File: src/rtl/nv_nvdla_pdp_rdma_req_pipe.sv
// Elastic valid/ready pipe stage for the PDP RDMA ingress request path.
// Output register plus DEPTH-1 entry skid FIFO; ready, valid, data and occupancy all come from flops.
module nv_nvdla_pdp_rdma_req_pipe #(
  parameter  int WIDTH = 79,
  parameter  int DEPTH = 2,
  localparam int CNT_W = $clog2(DEPTH + 1)
) (
  input  logic             nvdla_core_clk,
  input  logic             nvdla_core_rstn,
  input  logic             pipe_flush,
  input  logic             req_valid_d0,
  output logic             req_ready_d0,
  input  logic [WIDTH-1:0] req_pd_d0,
  output logic             req_valid_d1,
  input  logic             req_ready_d1,
  output logic [WIDTH-1:0] req_pd_d1,
  output logic [CNT_W-1:0] occupancy
);

  localparam int SKID_N = DEPTH - 1;
  localparam int PTR_W  = (SKID_N > 1) ? $clog2(SKID_N) : 1;
  localparam int MEM_N  = 2 ** PTR_W;
  localparam logic [PTR_W-1:0] PTR_LAST = PTR_W'(SKID_N - 1);
  localparam logic [CNT_W-1:0] CNT_FULL = CNT_W'(DEPTH);

  logic [CNT_W-1:0] cnt_p1;
  logic             vld_p1;
  logic             rdy_p0;
  logic [WIDTH-1:0] pd_p1;
  logic [WIDTH-1:0] skid_mem [MEM_N];
  logic [PTR_W-1:0] wptr_p0;
  logic [PTR_W-1:0] rptr_p0;

  logic             push;
  logic             pop;
  logic             out_free;
  logic             skid_empty;
  logic             load_skid;
  logic             load_in;
  logic             skid_wr;
  logic             vld_nxt;
  logic [CNT_W-1:0] skid_cnt;
  logic [CNT_W-1:0] cnt_nxt;

  function automatic logic [PTR_W-1:0] ptr_inc(input logic [PTR_W-1:0] p);
    return (p == PTR_LAST) ? '0 : p + PTR_W'(1);
  endfunction

  always_comb begin
    push       = req_valid_d0 & rdy_p0;
    pop        = vld_p1 & req_ready_d1;
    skid_cnt   = cnt_p1 - CNT_W'(vld_p1);
    skid_empty = (skid_cnt == '0);
    out_free   = ~vld_p1 | pop;
    // Skid head has priority over the input so FIFO order is kept.
    load_skid  = out_free & ~skid_empty;
    load_in    = out_free & skid_empty & push;
    skid_wr    = push & ~load_in;
    vld_nxt    = out_free ? (~skid_empty | push) : 1'b1;
    cnt_nxt    = cnt_p1 + CNT_W'(push) - CNT_W'(pop);
  end

  // Control state: count, output valid, upstream ready, skid pointers
  always_ff @(posedge nvdla_core_clk or negedge nvdla_core_rstn) begin
    if (!nvdla_core_rstn) begin
      cnt_p1  <= '0;
      vld_p1  <= 1'b0;
      rdy_p0  <= 1'b1;
      wptr_p0 <= '0;
      rptr_p0 <= '0;
    end else if (pipe_flush) begin
      cnt_p1  <= '0;
      vld_p1  <= 1'b0;
      rdy_p0  <= 1'b1;
      wptr_p0 <= '0;
      rptr_p0 <= '0;
    end else begin
      cnt_p1 <= cnt_nxt;
      vld_p1 <= vld_nxt;
      rdy_p0 <= (cnt_nxt < CNT_FULL);
      if (skid_wr) begin
        wptr_p0 <= ptr_inc(wptr_p0);
      end
      if (load_skid) begin
        rptr_p0 <= ptr_inc(rptr_p0);
      end
    end
  end

  // Data state: output register and skid storage, not reset
  always_ff @(posedge nvdla_core_clk) begin
    if (load_skid) begin
      pd_p1 <= skid_mem[rptr_p0];
    end else if (load_in) begin
      pd_p1 <= req_pd_d0;
    end
    if (skid_wr) begin
      skid_mem[wptr_p0] <= req_pd_d0;
    end
  end

  assign req_ready_d0 = rdy_p0;
  assign req_valid_d1 = vld_p1;
  assign req_pd_d1    = pd_p1;
  assign occupancy    = cnt_p1;

endmodule
File: config.mk
export PLATFORM = sky130hd
export DESIGN_NAME = nv_nvdla_pdp_rdma_req_pipe
export DESIGN_NICKNAME = d
export VERILOG_FILES = /design/src/rtl/nv_nvdla_pdp_rdma_req_pipe.sv
export SDC_FILE = /design/constraint.sdc
export NUM_CORES = 1
export LEC_CHECK = 0
export BUFFER_PORTS_ARGS = -buffer_cell sky130_fd_sc_hd__clkbuf_2
export CORE_MARGIN = 2
export CORE_UTILIZATION = 45
export DETAILED_ROUTE_END_ITERATION = 8
export MAX_ROUTING_LAYER = met4
export PLACE_DENSITY = 0.84
export REMOVE_ABC_BUFFERS = 1
export SYNTH_ARGS = -nofsm -noshare
export SYNTH_HDL_FRONTEND = slang
export SYNTH_SLANG_ARGS = --single-unit
File: constraint.sdc
create_clock -name nvdla_core_clk -period 6.7 [get_ports nvdla_core_clk]
set_input_delay 0.67 -clock nvdla_core_clk [delete_from_list [all_inputs] [get_ports nvdla_core_clk]]
set_output_delay 0.67 -clock nvdla_core_clk [all_outputs]
set_load 0.02 [all_outputs]
# After elaboration in Yosys (flattened, before gate mapping)
# Memories as Yosys holds them, arrays and structs flattened.
# Index checks and enable logic that the tools add are counted.
dict set report totals {
  reg_bits 85
  ramBits 158
  input_bits 84
  output_inout_bits 83
  word_cells 42
  memories 1
}
dict set report op_classes {
  addsub 5
  magnitude_cmp 1
  mux 14
  bitwise 11
  reduce_logical 4
}
# memory words width read_ports rd_clocked_by_memory_dff write_ports line_no
set mem_list {}
lappend mem_list {skid_mem 2 79 1 0 1 30} ;# logic [WIDTH-1:0] skid_mem [MEM_N];
# operator n
set ops {}
lappend ops {{$mux 79} 2}
lappend ops {{$mux 1} 11}
lappend ops {{$and 1x1->1} 6}
lappend ops {{$reduce_bool 2->1} 3}
lappend ops {{$sub 2x1->2} 2}
lappend ops {{$not 1->1} 3}
lappend ops {{$add 1x1->1 const B} 2}
lappend ops {{$add 2x1->2} 1}
lappend ops {{$logic_not 2->1} 1}
lappend ops {{$lt 2x2->1 const B} 1}
lappend ops {{$mux 2} 1}
lappend ops {{$or 1x1->1} 2}

# Logic depth before layout (Yosys ltp)
# Gate-level depths: netlist (run 1).
dict set report logic_depth {
  depth_word 8
  depth_mapped 8
  depth_no_buf 8
}

# Worst setup path after synthesis (run 1)
# Ideal clock, no wire load.
dict set report synth_timing {
  path_type {input port to flip-flop}
  startpoint {input req_valid_d0}
  endpoint {register pd_p1[0] (netlist: req_pd_d1[0]) (enable)}
  setup_time_ns 0.625
  arrival_time_ns 6.445
  required_time_ns 6.075
  slack_ns -0.370
  stages 3
  path_buffers 0
  cell_sequence {a21oi_1 -> nor2b_1 -> o21ai_0}
}
dict set report synth_between {
  elab_chain_len 3
}
# element line_no
set synth_rtl {}
lappend synth_rtl {{start: declaration} 11} ;# input logic req_valid_d0,
lappend synth_rtl {{$and 1x1->1} 50} ;# push = req_valid_d0 & rdy_p0;
lappend synth_rtl {{$and 1x1->1} 57} ;# load_in = out_free & skid_empty & push;
lappend synth_rtl {{$reduce_bool 2->1 (no line)} -}
lappend synth_rtl {{end signal: assignment} 93} ;# pd_p1 <= skid_mem[rptr_p0];
lappend synth_rtl {{end signal: assignment} 95} ;# pd_p1 <= req_pd_d0;
lappend synth_rtl {{end: declaration} 29} ;# logic [WIDTH-1:0] pd_p1;
# Every way passes these cells.
# A chain may end at the register's enable or synchronous reset.

# Worst setup path in the final report (run 1)
dict set report layout_timing {
  startpoint {register vld_p1 (netlist: req_valid_d1)}
  endpoint {memory skid_mem[0][38] (enable)}
}
dict set report layout_between {
  elab_chain_len 8
  elab_cells_between_ends 11
  cone_classes {add/sub: 1; mux: 2; bitwise: 7; reduce/logical: 1}
}
# element line_no
set layout_rtl {}
lappend layout_rtl {{start: declaration} 27} ;# logic vld_p1;
lappend layout_rtl {{start signal: assignment} 79} ;# vld_p1 <= vld_nxt;
lappend layout_rtl {{$sub 2x1->2 (tied with other cells)} 52} ;# skid_cnt = cnt_p1 - CNT_W'(vld_p1);
lappend layout_rtl {{$logic_not 2->1 or $or 1x1->1 (tied branches)} {53, 54}}
lappend layout_rtl {{$and 1x1->1 * (2 in series)} 57}
lappend layout_rtl {{$not 1->1 *} 58} ;# skid_wr = push & ~load_in;
lappend layout_rtl {{$and 1x1->1 *} 58}
lappend layout_rtl {{via skid_wr} 40} ;# logic skid_wr;
lappend layout_rtl {{$mux 1 *} 97} ;# if (skid_wr) begin
lappend layout_rtl {{$mux 1 (implied by the code) *} 98} ;# skid_mem[wptr_p0] <= req_pd_d0;
lappend layout_rtl {{end: declaration} 30}
# The timed path passes the listed nets; every way through them passes the cells marked *.

==> results.md, run 1 <==
- Drt first pass iters: 4
- Cell-internal power: approximately 0.0026 W
- Post-route ant nets: 0
- CP endpoint kind: register
- Seq pwr share: around 44%
- R2R Setup Slk: approximately 3.9 ns
- Vias in the first global route: ~3200
- Grt ovf: 0
- Top-count cell post-synth: edfxtp_1
- EDFF count, synth: 158
- Placed Cells: between 600 and 700
- Die height: around 120 µm
- RR Startpoint: req_valid_d1
- Post-synthesis mux area share: 15.5%
- Synth Warn #: 0
- Max-cap viol count: 0
- Data arrival, critical path: around 2.9 ns
- CTS tree: built
- Via density per instance: between 4 and 5
- Worst Skew: 0.00567 ns
- Place WS: about 3.6 ns
- Slew @ Worst Pin: roughly 1.2 ns
- NetSw: ~0.0011 W
- Final Hold Fails: 0
- Clk Latency, worst-skew pair: between 0.4 and 0.5 ns
- CP startpoint kind: register
- Leak: ~3.0 nW
- Non-Filler Instances: 644
- Vias: 3071
- All-layer global routing usage: roughly 15%
- Dpl hpwl: 7050 µm
- Final worst-path cycle share: between 40% and 50%
- CTS Buf Count: 17
- Final net count: about 540
- Largest family of logic cells by synthesized area: multiplexers
- Post-Synth Simple-Gate Area: less than 1%
- Final worst path period need: between 2 and 3 ns
- # IOs: roughly 170
- Synth Area in Compound Gates: less than 1%
- DR WL/cell: roughly 16 µm
- Post-Synth XOR/XNOR Area: less than 1%
- Drt drc: 0
- Seq cells post-synth: about 160
- Area delta synth->final: 28.6%
- Synth cell count leaders: 158 x edfxtp_1, 69 x mux2_2, 10 x mux2_4
- Setup WS post-layout: 3.88 ns
- Share of the synthesized area in the top cell type: roughly four fifths
- First-pass GRT wire length: ~16000 µm
- Post-Synth Adder-Cell Area: less than 1%
- Fmax: about 350 MHz
- FFs w/ async S/R, synth: under 10%
- P per Cell Area: between 400 and 500 nW/µm²
- R2R depth: 4
- Post-Syn Area: 5990 µm²
- Pwr Total: between 0.003 and 0.004 W
- Initial antenna violation count: 0
- Clock network fraction of total power: 29.4%
- Post CTS Setup Buffer Count: 0
- Critical Setup Path Class: register to register
- WL final: 10500 µm
- Outcome: finished, final reports clean
- Largest net degree at the start of global routing: 45
- Post-CTS Resized: 0
- Diode count: 0
- H-Tree Depth: 4
- VDD IR max: 0.371 mV
- Clock buffer depth: 2
- Register area share after synthesis: 80.9%
- Reg2reg end: skid_mem[0][38]
- DIE WIDTH: roughly 120 µm
- Routability Congestion: around 0.74
- Cell count after synthesis: 273
- Slew headroom: 21.5%
- Max Slew Vio Count: 0
- Initial Util: 45.6%
- Top cells by area, synth: edfxtp_1 79%, mux2_2 13%, mux2_4 2.5%, dfrtp_1 1.3%, buf_4 0.75%
- Total core area: 13100 µm²
- Share of layout cells above drive strength 1: 60.9%
- Ys flop type: edfxtp_1
- CP Max Fanout: between 40 and 50
- Reg clk slew, reported paths: about 0.060 ns
- IO Port Bufs: approximately 170
- Clock Tree Root: clkbuf_16
- Sw Ratio: 29.3%
- Row Count: 42
- Synth Area per Inst: between 20 and 25 µm²
- Synth area leader: edfxtp_1
- HP Class: input pin to async pin
- Combinational Power Share: 26.6%
- Hold_buf cts: 0
- Cell variety after synth: 21
- CP required: 6.76 ns
- Setup violations, final: 0
- Die area: 14300 µm²
- RSZ-0062 raised after global routing: no
- 1st-iter DRT viols: 265
- Clk sink count: between 150 and 200
-- through the flow --
step	TNS [ns]	hold slack [ns]	cell area [µm²]	util (%)
floorplan	-29.23	0.374	5920	-
global placement	0	0.477	7040	53.6
detailed placement	0	0.480	7040	53.6
CTS	0	0.0293	7700	58.6
global route	0	0.0297	7700	58.6
finish	0	0.0416	7700	58.6
-- cells in the final DEF (no fill, tap or decap), types with 2 or more instances in the layout --
cell,count
a21oi_1,2
buf_4,5
bufinv_16,6
clkbuf_16,17
clkbuf_2,166
clkinv_2,2
clkinv_4,2
clkinvlp_4,2
dfrtp_1,3
edfxtp_1,158
ha_1,2
inv_1,3
mux2_2,69
mux2_4,10
nand2_1,3
nor2_1,2
nor2b_1,3
-- how the worst max path moves through the flow --
| stage | from | end | cells past startpoint |
|---|---|---|---|
| 2_1_floorplan | req_valid_d0 | req_pd_d1[0] | 3 |
| 3_3_place_gp | req_ready_d1 | skid_mem[0][53] | 5 |
| 3_5_place_dp | req_ready_d1 | skid_mem[0][57] | 5 |
| 4_1_cts | req_valid_d1 | skid_mem[0][38] | 4 |
| 5_1_grt | req_valid_d1 | skid_mem[0][38] | 4 |
| 6_report | req_valid_d1 | skid_mem[0][38] | 4 |
-- flip-flops by register name, summed over array words and instances, names as in the netlist --
signal	flops
occupancy	2
req_pd_d1	79
req_ready_d0	1
req_valid_d1	1
skid_mem	79
-- cell families (layout without fill, tap and decap cells) --
| kind of cell | Yosys count | count (layout) |
|---|---|---|
| xor+xnor | 1 | 1 |
| buf+inv | 11 | 206 |
| compound gates | 7 | 7 |
| flops | 162 | 162 |
| simple gates | 11 | 11 |
| fa+ha+maj | 2 | 2 |
| mux | 79 | 79 |
-- layer usage --
layer  GRT usage [%]  share of wire (%)
met5               -                  0
met4            6.25                1.9
met3            5.84                6.7
met2            23.6                 48
met1            18.8                 44
-- final cells by class --
class,count,area [µm²]
clock inverters,14,235
clock buffers,18,429
fillers,982,5430
well taps,176,220
inverters,3,11.3
multi-input cells,100,1090
flip-flops and latches,162,4850
repair buffers,171,868
-- critical path, stage by stage (launching register included) --
cell and delay [ns]:
dfrtp_1 0.48, nand3_1 0.14, o21ai_0 0.19, a21oi_4 0.96
buf_4 0.63
-- power groups by stage --
stage | clock network (W) | logic, W | registers (W)
finish | 0.00107 | 0.000971 | 0.00161
global route | 0.00113 | 0.00104 | 0.00164
CTS | 0.00109 | 0.000989 | 0.00161
detailed placement | 0 | 0.000987 | 0.00163
global placement | 0 | 0.000965 | 0.00161
floorplan | 0 | 0.000424 | 0.00192
Power figures use the tool's default switching activity.
==> run 2: changes to the inputs <==
--- a/config.mk
+++ b/config.mk
@@ -10,7 +10,7 @@
 export CORE_UTILIZATION = 45
 export DETAILED_ROUTE_END_ITERATION = 8
 export MAX_ROUTING_LAYER = met4
-export PLACE_DENSITY = 0.84
+export PLACE_DENSITY = 0.81
 export REMOVE_ABC_BUFFERS = 1
 export SYNTH_ARGS = -nofsm -noshare
 export SYNTH_HDL_FRONTEND = slang
==> constraint.sdc (replaced) <==
create_clock -name nvdla_core_clk -period 2.6 [get_ports nvdla_core_clk]
set_input_delay 0.26 -clock nvdla_core_clk [delete_from_list [all_inputs] [get_ports nvdla_core_clk]]
set_output_delay 0.26 -clock nvdla_core_clk [all_outputs]
set_load 0.02 [all_outputs]
==> results.md, run 2 (synthesis gave the netlist of run 1 again) <==
- Outcome: finished, final reports clean
- Clk Latency, worst-skew pair: between 0.4 and 0.5 ns
- Grt ovf: 0
- H-Tree Depth: 4
- Row Count: 42
- Setup violations, final: 0
- Commonest non-fill, non-tap cell in the layout: clkbuf_2
- Diode count: 0
- VDD IR max: between 0.9 and 1 mV
- CP cell instances: nand2_1, inv_1, ha_1, inv_1, ha_1, xor2_1, nor2_1, or3b_2
- Initial antenna violation count: 0
- Total core area: ~13000 µm²
- Vias in the first global route: between 3000 and 4000
- Slowest cell on crit path: dfrtp_1
- CP required: around 2.9 ns
- Sw Ratio: between 30% and 40%
- DR WL/cell: ~17 µm
- # IOs: 167
- Post CTS Setup Buffer Count: 0
- Final Hold Fails: 0
- Final worst path period need: 2.06 ns
- CP endpoint kind: register
- Drt first pass iters: 4
- Final net count: 542
- Fmax: between 400 and 500 MHz
- Routability Congestion: 0.707
- Util after Layout: 58.3%
- Leak: between 2 and 3 nW
- Slew headroom: approximately 57%
- CP startpoint kind: register
- Reg clk slew, reported paths: approximately 0.060 ns
- IO Port Bufs: 166
- Share of layout cells above drive strength 1: 60.6%
- Seq pwr share: 45.2%
- Final instance area: around 7700 µm²
- Die height: 119 µm
- RSZ-0062 raised after global routing: no
- P per Cell Area: about 1200 nW/µm²
- Clk sink count: around 160
- Worst Skew: approximately 0.011 ns
- DIE WIDTH: between 100 and 150 µm
- Data arrival, critical path: between 2 and 2.5 ns
- Final worst-path cycle share: between 70 and 80%
- 1st-iter DRT viols: 190
- Clock buffer depth: 2
- NetSw: between 0.002 and 0.003 W
- Commonest cells after routing, fill and taps aside: 166 x clkbuf_2, 158 x edfxtp_1, 69 x mux2_2, 17 x clkbuf_16, 10 x mux2_4
- Post-route ant nets: 0
- Initial Util: a little under half
- WL final: roughly 11000 µm
- All-layer global routing usage: between 15 and 20%
- HP Class: input pin to register
- First-pass GRT wire length: roughly 17000 µm
- Cell-internal power: ~0.0064 W
- Combinational Power Share: between 20 and 30%
- Area delta synth->final: 27.8%
- Max Slew Vio Count: 0
- Clock network fraction of total power: a little over a quarter
- Placed inst area: about 7100 µm²
- Die area: roughly 14000 µm²
- Clock Tree Root: clkbuf_16
- Place WS: 0.550 ns
- Dpl hpwl: roughly 7000 µm
- CTS Buf Count: 17
- Max-cap viol count: 0
- CP max stage delay: between 0.4 and 0.5 ns
- Via density per instance: ~4.8
- Slew @ Worst Pin: 0.646 ns
- Critical Setup Path Class: register to register
- Drt drc: 0
- CTS tree: built
- Pwr Total: slightly above 0.009 W
- Vias: between 3000 and 4000
- CP Max Fanout: 6
- Largest net degree at the start of global routing: 80
- Setup WS post-layout: roughly 0.54 ns
## run 2: per-stage QoR
step | std cells | setup TNS [ns] | hold slack, ns
4_1_cts | 645 | 0 | 0.0135
3_5_place_dp | 612 | 0 | 0.0723
2_1_floorplan | 265 | -630.39 | -0.0356
6_report | 645 | 0 | 0.0295
3_3_place_gp | 612 | 0 | 0.0657
5_1_grt | 645 | 0 | 0.00559
## run 2: final timing paths
| check | start | to | slack [ns] | depth (start not counted) |
|---|---|---|---|---|
| max | req_valid_d1 | req_ready_d0 | 0.54 | 8 |
| min | req_pd_d0[38] | skid_mem[0][38] | 0.03 | 1 |
| max reg2reg | req_valid_d1 | req_ready_d0 | 0.54 | 8 |
| min reg2reg | skid_mem[0][12] | req_pd_d1[12] | 0.55 | 1 |
| max in group asynchronous | nvdla_core_rstn | req_ready_d0 | 2.21 | 2 |
| min in group asynchronous | nvdla_core_rstn | req_valid_d1 | 0.17 | 2 |
## run 2: per-layer routing
metal  up-vias  share of wire [%]  global-route usage [%]  routed length, µm
met4         0                1.7                    6.03                185
met2       116                 50                    24.6               5330
li1       1448                  -                       -                  -
met1      1539                 43                    20.2               4550
met5         -                  0                       -                  0
met3        19                5.8                    5.60                620
## run 2: critical path: cells and delay by family, from the launching register on
family,cells,cell delay (ns)
simple gates,3,0.73
fa+ha+maj,2,0.44
flops,1,0.48
xor+xnor,1,0.20
buf+inv,2,0.13
## run 2: final cells by class
| class | count | area (µm²) |
|---|---|---|
| sequential | 162 | 4850 |
| fill | 1022 | 5480 |
| multi-input combinational | 100 | 1090 |
| timing repair buffer | 172 | 891 |
| clock inverter | 10 | 135 |
| inverter | 3 | 11.3 |
| clock buffer | 22 | 464 |
| tap | 176 | 220 |
## run 2: power groups by stage
stage / clock network (W) / registers (W) / logic (W)
after floorplan: 0 / 0.00490 / 0.00108
after global placement: 0 / 0.00416 / 0.00251
after detailed placement: 0 / 0.00421 / 0.00257
after CTS: 0.00255 / 0.00416 / 0.00258
after global routing: 0.00265 / 0.00422 / 0.00272
final: 0.00249 / 0.00415 / 0.00254
## run 2: timing repair
item,in CTS,in global routing
hold buffers,1,0
gates resized for setup,0,0
endpoints found under the hold margin,4,0
